$ cat src/rtl/pipe_adder.sv
// Carry-chunked pipelined adder/subtractor with valid/ready flow control.
// Define PIPE_ADDER_OVF_EN to add the registered signed-overflow output ovf.
module pipe_adder #(
    parameter int WIDTH = 16,
    parameter int CHUNK = 4
) (
    input  logic             clk,
    input  logic             rst,
    input  logic             in_valid,
    output logic             in_ready,
    input  logic [WIDTH-1:0] A,
    input  logic [WIDTH-1:0] B,
    input  logic             c,
    input  logic             sub,
    output logic             out_valid,
    input  logic             out_ready,
`ifdef PIPE_ADDER_OVF_EN
    output logic             ovf,
`endif
    output logic [WIDTH:0]   Sum
);
    localparam int STAGES = WIDTH / CHUNK;

    logic [WIDTH-1:0] w_a  [STAGES];
    logic [WIDTH-1:0] w_b  [STAGES];
    logic [WIDTH-1:0] w_ps [STAGES];
    logic             w_ci [STAGES];
    logic             w_vi [STAGES];
    logic [WIDTH-1:0] w_sum;
    logic             w_co;
    logic             w_vo;

    assign in_ready  = ~(out_valid & ~out_ready);
    assign out_valid = w_vo;
    assign Sum       = {w_co, w_sum};

    // Subtract is A + ~B + ~c, so invert B and the carry-in up front
    assign w_a[0]  = A;
    assign w_b[0]  = B ^ {WIDTH{sub}};
    assign w_ci[0] = c ^ sub;
    assign w_ps[0] = '0;
    assign w_vi[0] = in_valid;

    genvar k;
    for (k = 0; k < STAGES; k++) begin : g_stage
        logic [CHUNK:0]   w_add;
        logic [WIDTH-1:0] r_s;
        logic             r_cy;
        logic             r_v;

        assign w_add = {1'b0, w_a[k][CHUNK-1:0]}
                     + {1'b0, w_b[k][CHUNK-1:0]}
                     + {{CHUNK{1'b0}}, w_ci[k]};

        // Operands shift down and sum slices shift in from the top,
        // so the active slice is always bits [CHUNK-1:0].
        always_ff @(posedge clk or posedge rst) begin
            if (rst) begin
                r_s  <= '0;
                r_cy <= 1'b0;
                r_v  <= 1'b0;
            end else if (in_ready) begin
                r_s  <= (w_ps[k] >> CHUNK)
                      | {w_add[CHUNK-1:0], {(WIDTH-CHUNK){1'b0}}};
                r_cy <= w_add[CHUNK];
                r_v  <= w_vi[k];
            end
        end

        if (k < STAGES - 1) begin : g_fwd
            logic [WIDTH-1:0] r_a;
            logic [WIDTH-1:0] r_b;

            always_ff @(posedge clk or posedge rst) begin
                if (rst) begin
                    r_a <= '0;
                    r_b <= '0;
                end else if (in_ready) begin
                    r_a <= w_a[k] >> CHUNK;
                    r_b <= w_b[k] >> CHUNK;
                end
            end

            assign w_a[k+1]  = r_a;
            assign w_b[k+1]  = r_b;
            assign w_ps[k+1] = r_s;
            assign w_ci[k+1] = r_cy;
            assign w_vi[k+1] = r_v;
        end else begin : g_tail
            assign w_sum = r_s;
            assign w_co  = r_cy;
            assign w_vo  = r_v;
`ifdef PIPE_ADDER_OVF_EN
            logic w_ovf_n;
            logic r_ovf;

            // Last stage sees the operand sign bits, so overflow is decided here
            assign w_ovf_n = (w_a[k][CHUNK-1] == w_b[k][CHUNK-1])
                           & (w_add[CHUNK-1] != w_a[k][CHUNK-1]);

            always_ff @(posedge clk or posedge rst) begin
                if (rst) begin
                    r_ovf <= 1'b0;
                end else if (in_ready) begin
                    r_ovf <= w_ovf_n;
                end
            end

            assign ovf = r_ovf;
`endif
        end
    end

endmodule

$ cat config.mk
export PLATFORM = sky130hd
export DESIGN_NAME = pipe_adder
export DESIGN_NICKNAME = d
export VERILOG_FILES = /design/src/rtl/pipe_adder.sv
export SDC_FILE = /design/constraint.sdc
export NUM_CORES = 1
export LEC_CHECK = 0
export ABC_AREA = 1
export CAP_MARGIN = 10
export CORE_UTILIZATION = 40
export DETAILED_ROUTE_END_ITERATION = 6
export PLACE_DENSITY = 0.62
export SETUP_SLACK_MARGIN = 0.02
export SYNTH_ARGS = -nofsm -noshare
export SYNTH_HDL_FRONTEND = slang
export SYNTH_SLANG_ARGS = --single-unit
$ cat constraint.sdc
create_clock -name clk -period 4.63 [get_ports clk]
set_input_delay 1.389 -clock clk [delete_from_list [all_inputs] [get_ports clk]]
set_output_delay 1.389 -clock clk [all_outputs]
set_load 0.005 [all_outputs]
Word level (Yosys, flattened, before mapping) --
Index checks and enable logic that the tools add are counted.
Word-level totals: register bits after elaboration 108, input port bits 38, output and inout port bits 19, word-level logic and storage cells 34
Operators by class: $add $sub $neg 8, bitwise gates (word level) 8
Operators by type and width (number):
- 12-bit by 16-bit OR with 16-bit output | 3
- 4-bit by 4-bit adder with 5-bit output | 4
- 5-bit by 1-bit adder with 5-bit output | 4
- 16-bit XOR | 1
- 1-bit inverter | 2
- 1-bit bitwise AND | 1
- 1-bit XOR | 1

Longest topological paths before layout --
Gate-level depths: netlist of run 1.
depth in word-level cells 3, depth in mapped cells 10, depth with buffers taken out 9

Worst setup path before layout of run 1 --
OpenSTA, ideal clock, no wires.
path type input-to-output, start point input out_ready, end point output in_ready, arrival time 1849 ps, data required time 3241 ps, setup slack 1392 ps, stages on the path 4, buffers on the path 2, path through nor2_4 -> inv_2 -> buf_6 -> buf_6
On the way: cells in the longest elaborated chain, start to end 3
RTL lines:
- from (decl) | RTL line 16 | input logic out_ready,
- 1-bit inverter | RTL line 33 | assign in_ready = ~(out_valid & ~out_ready);
- 1-bit bitwise AND | RTL line 33
- 1-bit inverter | RTL line 33
- to (decl) | RTL line 10 | output logic in_ready,
No other way between the ends.

Worst setup path after layout of run 1 --
Same ends and word-level chain as after synthesis.

==> metrics.cfg, run 1 <==
[outcome]
status=finished, final reports clean

[synthesis]
ys_ff_latch=96
yosysWarningCount=0
synth_seq_area_share_pct=56.0
synth_fa_ha_area_share_pct=7.23
synthCells=462
synth_nets=520
synthArstFlopShare_pct=100
synth-simple-area-share_pct=17.5
synthFlopType=dfrtp_1
syn_avg_cell_area_um2=9.29
synth_top_family_by_area=simple AND/OR/NAND/NOR gates
ys_types=21
synth_compound_area_share_pct=8.51
synthMuxAreaShare_pct=0
synth_edf_count=0
netlist_area_um2=4290
synthXorXnorAreaFrac_pct=3.47

[clock_tree]
numCtsBuffers=9
h-tree-depth=3
numClockSinks=96
root_buffer=clkbuf_8
clk_latency_ns=0.36
cts_tree=built
post_cts_resized=0
ctsHoldBuffers=0
clkTransAtPathRegs_ns=0.08
post-cts-setup-buffers=0
clockBufferDepth=2

[routing]
drt_pass1_iterations=4
first_iter_violations=117
avgRoutedWirePerCell_um=11.4
remaining_drc_errors=0
wl_um=7390
num_vias=2915
antenna_left=0
via_per_inst=4.48

[global_routing]
grt_pass1_wl_um=13200
antenna_found_initial=0
grt_use_total_pct=15.1
grt_max_degree=105
grt_pass1_vias=2903
grt.overflow.total=0

[timing]
post-route-period-util_pct=84.3
worst_pin_slew_ns=0.923
slew_headroom_pct=38.4
fmax_mhz=256
maxSlewViolCount=0
rsz0062_at_grt=false
min_period_ns=3.91
setup_viol=0
fin_skew_ns=0.00526
hold_ws_ns=0.458
fin_tns_setup_ns=0
hold_violations=0

[power_and_ir_drop]
p_leak_nw=2.44
total_power_mw=3.01
vdd_ir_drop_max_v=0.000163
p_per_area_nw_per_um2=591

[cells_and_area]
area_growth_pct=18.6
drive_above_1_share_pct=4.85
n_antenna_cell=0
final_nets=568
fillers=1048
final_util_pct=49.1

[floorplanning]
die_y_um=106
die_w_um=106
num_rows=37
core_region_area_um2=10400
ioPinCount=57
initial_core_util_pct=41.4
dieArea_um2=11200

[flow_run]
max_cap_violations=0

[critical_path]
crit_path_end_kind=primary output
cp.arrival_ns=2.52
worstPathMaxFanout=3
required_ns=3.24
critPathKind=in2out
cp-start-kind=input port

[min_path]
hold_class=reg2reg

[placed_design]
hpwl_um=4860
gp_congestion=0.774
portBuffers=56

[stage by stage]
step | area [µm²] | setup WS [ns] | std cells
global route | 5090 | 0.669 | 651
CTS | 5090 | 0.698 | 651
detailed placement | 4910 | 0.698 | 635
global placement | 4910 | 0.696 | 635
finish | 5090 | 0.725 | 651
floorplan | 4290 | 0.736 | 462
[critical path: stages]
cell	delay, ns
clkdlybuf4s50_1	0.50
nor2_4	0.07
inv_2	0.06
clkdlybuf4s50_1	0.49
[cell usage in the layout (no fill, tap or decap), types with 2 or more instances in the layout]
cell type,synthesis,routed
a21oi_1,4,4
buf_4,8,3
clkbuf_8,0,11
clkdlybuf4s50_1,0,56
clkinvlp_4,0,2
dfrtp_1,96,96
fa_1,8,8
ha_1,12,12
inv_1,40,39
nand2_1,166,166
nand3_1,10,10
nor2_1,13,13
o21ai_0,65,65
or2_2,3,3
xnor2_1,12,12
xor2_1,5,5
[report_power, final]
| part | internal, mW | switching [mW] | total, mW |
|---|---|---|---|
| sequential | 1.21 | 0.179 | 1.39 |
| combinational | 0.508 | 0.608 | 1.12 |
| clock | 0.225 | 0.280 | 0.505 |
[cell type report]
| class | count | area [µm²] | area share (%) |
|---|---|---|---|
| Tap cell | 136 | 170 | 3.34 |
| Clock inverter | 4 | 28.8 | 0.565 |
| Sequential cell | 96 | 2400 | 47.2 |
| Timing Repair Buffer | 60 | 603 | 11.8 |
| Multi-Input combinational cell | 302 | 1580 | 31.0 |
| Inverter | 41 | 156 | 3.07 |
| Clock buffer | 12 | 155 | 3.05 |
[metal layers]
metal	track usage [%]	vias up	part of all wire, %
met5	0	-	0
met4	6.65	0	2.0
met3	3.96	11	3.8
met2	23.9	45	44
met1	19.6	1330	50
li1	-	1529	-
[cell families (layout without fill, tap and decap cells)]
| family | count (synthesis) | count (layout) |
|---|---|---|
| AOI/OAI and AO/OA | 72 | 72 |
| xor gates and xnor gates | 17 | 17 |
| adders and majority gates | 20 | 20 |
| buffers and inverters | 64 | 117 |
| DFF | 96 | 96 |
| and+or+nand+nor | 193 | 193 |
[flip-flops by register name, indices dropped and copies added (netlist names)]
name and count:
out_valid 1, g_stage.r_cy 4, g_stage.r_v 3, g_stage.g_fwd.r_a 24
g_stage.r_s 40, g_stage.g_fwd.r_b 24
[worst paths after layout]
path	cells after the start	from	slack (ns)	endpoint
max	4	out_ready	0.72	in_ready
min	2	g_stage[2].r_v	0.46	out_valid
max reg2reg	4	out_valid	2.86	g_stage[0].g_fwd.r_b[1]
min reg2reg	2	g_stage[2].r_v	0.46	out_valid
max in group asynchronous	3	rst	2.54	g_stage[0].g_fwd.r_b[0]
min in group asynchronous	2	rst	1.42	g_stage[3].r_s[13]
[Yosys cell counts, types with 3 or more instances]
cell,instances,share of area (%)
nand2_1,166,15
dfrtp_1,96,56
o21ai_0,65,7.6
inv_1,40,3.5
nor2_1,13,1.1
ha_1,12,3.5
xnor2_1,12,2.4
nand3_1,10,1.2
buf_4,8,1.4
fa_1,8,3.7
buf_2,5,0.58
buf_6,5,1.3
clkbuf_1,5,0.44
xor2_1,5,1.0
a21oi_1,4,0.47
or2_2,3,0.44
Power figures use the tool's default switching activity.
==> run 2, diff against run 1 <==
==> constraint.sdc (replaced) <==
create_clock -name clk -period 3.8 [get_ports clk]
set_input_delay 1.14 -clock clk [delete_from_list [all_inputs] [get_ports clk]]
set_output_delay 1.14 -clock clk [all_outputs]
set_load 0.005 [all_outputs]
==> run 2 against run 1 <==
Flip-flop and latch count unchanged. Critical path depth unchanged. Power increased by 30%. Core utilization increased by 0.86 points. Critical endpoint unchanged. Combinational power increased by 22%. Sequential power increased by 22%. Clock skew increased by 0.0086 ns. Non-clock buffer count increased by 1. Largest power group unchanged.
==> metrics.cfg, run 2 (synthesized netlist as in run 1, its figures left out) <==
[power_and_ir_drop]
vdd_ir_drop_max_v=0.000262  ; +61%
p_per_area_nw_per_um2=755  ; +28%
p_leak_nw=2.49  ; +2.0%

[routing]
avgRoutedWirePerCell_um=11.3  ; about the same
num_vias=2926  ; +0.38%
via_per_inst=4.49  ; +0.22%
wl_um=7400  ; about the same
remaining_drc_errors=0  ; unchanged
antenna_left=0  ; unchanged
drt_pass1_iterations=4  ; unchanged
first_iter_violations=119  ; +1.7%

[floorplanning]
dieArea_um2=11200  ; unchanged
core_region_area_um2=10400  ; unchanged
ioPinCount=57  ; unchanged
num_rows=37  ; unchanged
initial_core_util_pct=41.4  ; unchanged
die_y_um=106  ; unchanged
die_w_um=106  ; unchanged

[clock_tree]
post-cts-setup-buffers=0  ; unchanged
clkTransAtPathRegs_ns=0.10  ; +0.02 ns
numCtsBuffers=9  ; unchanged
post_cts_resized=0  ; unchanged
ctsHoldBuffers=0  ; unchanged
h-tree-depth=3  ; unchanged
numClockSinks=96  ; unchanged
clk_latency_ns=0.35  ; about the same
clockBufferDepth=2  ; unchanged
cts_tree=built
root_buffer=clkbuf_8

[cells_and_area]
final_nets=569  ; +0.18%
top_register=g_stage.r_s
layout_commonest_cell=nand2_1
mostFrequentLayoutCells=nand2_1 (166), dfrtp_1 (96), o21ai_0 (65), clkdlybuf4s50_1 (56), inv_1 (39)
largest_reg_flops=40  ; unchanged
finalInstanceArea_um2=5180  ; +1.7%
drive_above_1_share_pct=5.04  ; +0.18 points
final_util_pct=50.0  ; +0.86 points
n_antenna_cell=0  ; unchanged
area_growth_pct=20.7
largestRegisters=g_stage.r_s x40, g_stage.g_fwd.r_a x24, g_stage.g_fwd.r_b x24

[critical_path]
cp-start-kind=input port
crit_path_end_kind=primary output
r2r_cells=5  ; +1
worstPathMaxFanout=3  ; unchanged
cp_slowest_cell=clkdlybuf4s50_1
cp.arrival_ns=2.27  ; -0.25 ns
critPathKind=in2out
required_ns=2.66  ; -0.58 ns
ff2ff_setup_slack_ns=1.94  ; -0.92 ns
startpoint=out_ready
slowest_delay_ns=0.44  ; -0.06 ns
path_common_cell=clkdlybuf4s50_1
timing.rr.end=g_stage[0].g_fwd.r_b[2]
path_cells=clkdlybuf4s50_1, nor2_4, inv_2, clkdlybuf4s50_1
r2r-start=out_valid
cp-endpoint=in_ready

[timing]
rsz0062_at_grt=false
post-route-period-util_pct=89.6
setup_viol=0  ; unchanged
fmax_mhz=294
fin_tns_setup_ns=0  ; unchanged
maxSlewViolCount=0  ; unchanged
slew_headroom_pct=45.3  ; +6.9 points
worst_pin_slew_ns=0.820  ; -0.103 ns
hold_violations=0  ; unchanged
fin_skew_ns=0.0138  ; +0.00858 ns
min_period_ns=3.41

[flow_run]
max_cap_violations=0  ; unchanged

[placed_design]
hpwl_um=4860  ; about the same
placement.cell_area_um2=4920  ; +0.15%
portBuffers=56  ; unchanged
gp_congestion=0.741  ; -4.3%

[global_routing]
grt_use_total_pct=15.0  ; -0.16 points
grt_max_degree=93  ; -11%
antenna_found_initial=0  ; unchanged
grt_pass1_wl_um=13300  ; +1.1%
grt_pass1_vias=2950  ; +1.6%
grt.overflow.total=0  ; unchanged

[outcome]
status=finished, final reports clean

[min_path]
hold_class=reg2reg

[run 2: changes by cell type in the layout (fill, tap and decap cells not counted), sizes merged]
| cell | before | now |
|---|---|---|
| clkinvlp | 2 | 0 |
| buf | 4 | 5 |
| clkinv | 2 | 0 |
| bufinv | 0 | 4 |
| clkbuf | 12 | 10 |
| inv | 41 | 43 |
[run 2: power breakdown]
| part | leakage [nW] | internal, mW | total [mW] | switching (mW) |
|---|---|---|---|---|
| registers | 1.16 | 1.47 | 1.69 | 0.218 |
| clock network | 0.131 | 0.509 | 0.856 | 0.347 |
| logic | 1.20 | 0.623 | 1.37 | 0.745 |
| total | 2.49 | 2.60 | 3.91 | 1.31 |
[run 2: how the worst min path moves through the flow]
stage | depth (start not counted) | to | slack, ns | start
global placement | 2 | out_valid | 0.43 | g_stage[2].r_v
detailed placement | 2 | out_valid | 0.45 | g_stage[2].r_v
finish | 2 | g_stage[1].r_s[9] | 0.47 | g_stage[0].r_s[13]
global route | 2 | g_stage[0].g_fwd.r_a[4] | 0.50 | g_stage[0].g_fwd.r_a[4]
CTS | 2 | g_stage[1].r_s[9] | 0.46 | g_stage[0].r_s[13]
floorplan | 2 | out_valid | 0.42 | g_stage[2].r_v
[run 2: layout make-up]
cell class | count | area, µm²
clock inverter | 6 | 138
sequential | 96 | 2400
tap | 136 | 170
fill | 1010 | 5190
multi-input combinational | 302 | 1580
inverter | 41 | 156
clock buffer | 10 | 128
timing repair buffer | 61 | 611
[run 2: worst max-delay path: cells and delay by family]
kind	cells	cell delay, ns
simple gates	1	0.19
buf+inv	3	0.94
[run 2: through the flow]
step                std cells  total power [mW]  hold WS, ns  setup slack (ns)
finish                    652              3.91        0.466             0.395
global placement          636              3.05        0.430             0.367
detailed placement        636              3.10        0.451             0.369
floorplan                 462              2.65        0.419             0.155
global route              652              4.28        0.496             0.338
CTS                       652              3.97        0.463             0.369
[run 2: routing by layer]
| layer | wire (µm) | up-vias | GRT usage, % |
|---|---|---|---|
| li1 | - | 1526 | - |
| met1 | 3710 | 1344 | 20.2 |
| met2 | 3360 | 50 | 23.8 |
| met3 | 234 | 6 | 2.66 |
| met4 | 87 | 0 | 6.25 |
| met5 | 0 | - | 0 |
==> run 3, diff against run 2 <==
--- a/config.mk
+++ b/config.mk
@@ -9,8 +9,10 @@
 export CAP_MARGIN = 10
 export CORE_UTILIZATION = 40
 export DETAILED_ROUTE_END_ITERATION = 6
-export PLACE_DENSITY = 0.62
+export DONT_BUFFER_PORTS = 1
+export PLACE_DENSITY = 0.55
 export SETUP_SLACK_MARGIN = 0.02
+export SLEW_MARGIN = 0
 export SYNTH_ARGS = -nofsm -noshare
 export SYNTH_HDL_FRONTEND = slang
 export SYNTH_SLANG_ARGS = --single-unit
==> run 3 against run 2 <==
Largest power group unchanged. Fmax is 38% higher. Largest cell class unchanged. Sequential power about the same. Combinational power is 18% lower. Setup slack better by 0.94 ns. Die area unchanged.
==> metrics.cfg, run 3 (synthesized netlist as in run 1, its figures left out) <==
[global_routing]
busiest_layer=met2
gr-usage-met1_pct=20.7  ; +0.50 points
grt_pass1_wl_um=13500  ; +1.8%
met2_usage_pct=23.3  ; -0.56 points
grt_max_degree=88  ; -5.4%
antenna_found_initial=0  ; unchanged
grt.overflow.total=0  ; unchanged
grt_pass1_vias=2901  ; -1.7%
grt_use_total_pct=15.4  ; +0.45 points
grtUsageMet3_pct=3.46  ; +0.80 points

[critical_path]
cpLargestDelayFamily=simple AND/OR/NAND/NOR gates
path_cells=nor2_4, inv_2
cp-start-kind=input port
critPathKind=in2out
r2r_cells=5  ; unchanged
cp_num_cells=2  ; -2
crit_path_end_kind=primary output
worstPathMaxFanout=2  ; -1
required_ns=2.66  ; about the same
slowest_delay_ns=0.10  ; -0.34 ns
cp.arrival_ns=1.32  ; -0.95 ns
path_buf_inv=1  ; -2
cp_slowest_cell=nor2_4

[clock_tree]
post_cts_resized=0  ; unchanged
ctsHoldBuffers=0  ; unchanged
numClockSinks=96  ; unchanged
clkTransAtPathRegs_ns=0.08  ; -0.02 ns
clk_latency_ns=0.36  ; about the same
root_buffer=clkbuf_8
cts_tree=built
h-tree-depth=3  ; unchanged
numCtsBuffers=9  ; unchanged
clockBufferDepth=2  ; unchanged
post-cts-setup-buffers=0  ; unchanged

[floorplanning]
num_rows=37  ; unchanged
dieArea_um2=11200  ; unchanged
core_region_area_um2=10400  ; unchanged
ioPinCount=57  ; unchanged
die_y_um=106  ; unchanged
initial_core_util_pct=41.4  ; unchanged
die_w_um=106  ; unchanged

[timing]
worst_pin_slew_ns=1.02  ; +0.195 ns
post-route-period-util_pct=64.8  ; -25 points
slew_headroom_pct=32.3  ; -13 points
rsz0062_at_grt=false
setup_viol=0  ; unchanged
fmax_mhz=406  ; +38%
hold_ws_ns=0.466  ; +0.0000550 ns
maxSlewViolCount=0  ; unchanged
fin_skew_ns=0.00775  ; -0.00610 ns
min_period_ns=2.46  ; -0.943 ns
hold_violations=0  ; unchanged
fin_tns_setup_ns=0  ; unchanged

[cells_and_area]
drive_above_1_share_pct=5.22  ; +0.18 points
final_nets=513  ; -9.8%
fillers=1032  ; +2.2%
top_register=g_stage.r_s
largestRegisters=g_stage.r_s x40, g_stage.g_fwd.r_a x24, g_stage.g_fwd.r_b x24
area_growth_pct=5.83
layout_commonest_cell=nand2_1
largest_reg_flops=40  ; unchanged
n_antenna_cell=0  ; unchanged
mostFrequentLayoutCells=nand2_1 (166), dfrtp_1 (96), o21ai_0 (65), inv_1 (39), nor2_1 (13)

[power_and_ir_drop]
p_per_area_nw_per_um2=774  ; +2.5%
p_leak_nw=2.23  ; -10%
vdd_ir_drop_max_v=0.000217  ; -17%

[routing]
drt_pass1_iterations=4  ; unchanged
avgRoutedWirePerCell_um=12.7  ; +12%
remaining_drc_errors=0  ; unchanged
wl_um=7560  ; +2.2%
via_per_inst=4.69  ; +4.5%
num_vias=2795  ; -4.5%
antenna_left=0  ; unchanged
first_iter_violations=216  ; +82%

[placed_design]
gp_congestion=0.756  ; +2.0%
portBuffers=0  ; -100%
hpwl_um=4940  ; +1.7%

[outcome]
status=finished, final reports clean

[flow_run]
max_cap_violations=0  ; unchanged

[min_path]
hold-path-cell-count=2  ; unchanged
hold_class=reg2reg

[run 3: cell types whose count changed in the layout (fill, tap and decap cells not counted), sizes merged]
cell,change
clkbuf,+4
clkdlybuf4s50,-56
bufinv,-3
clkinvlp,+1
inv,-2
[run 3: worst paths after layout]
kind | startpoint | to | slack, ns
max in group asynchronous | rst | g_stage[1].g_fwd.r_b[6] | 2.18
hold reg to reg | g_stage[2].r_v | out_valid | 0.47
setup / recovery | out_ready | in_ready | 1.34
min in group asynchronous | rst | g_stage[1].g_fwd.r_a[5] | 0.87
setup reg to reg | out_valid | g_stage[3].r_s[4] | 2.03
hold / removal | g_stage[2].r_v | out_valid | 0.47
[run 3: layer usage]
layer / up-vias / share of wire (%)
li1: 1422 / -
met1: 1314 / 51
met2: 50 / 43
met3: 9 / 4.3
met4: 0 / 1.9
met5: - / 0
[run 3: through the flow]
step / power, mW / util (%) / cell area [µm²] / instances / setup WS [ns]
after global routing: 3.89 / 43.8 / 4540 / 596 / 1.33
after detailed placement: 2.88 / 41.9 / 4340 / 580 / 1.19
after global placement: 2.84 / 41.9 / 4340 / 580 / 1.23
after CTS: 3.57 / 43.8 / 4540 / 596 / 1.33
after floorplan: 2.65 / - / 4290 / 462 / 0.155
final: 3.52 / 43.8 / 4540 / 596 / 1.34
[run 3: final cells by class]
cell class / count / area (µm²) / share of cell area (%)
well taps: 136 / 170 / 3.75
multi-input cells: 302 / 1580 / 34.7
clock inverters: 2 / 37.5 / 0.826
repair buffers: 5 / 37.5 / 0.826
inverters: 41 / 156 / 3.44
flip-flops and latches: 96 / 2400 / 52.9
clock buffers: 14 / 163 / 3.58
[run 3: power by group]
part           switching [mW]  internal [mW]  leakage, nW
Combinational           0.687          0.429        0.977
Sequential              0.244           1.47         1.16
Clock                   0.343          0.342       0.0969
Total                    1.27           2.24         2.23
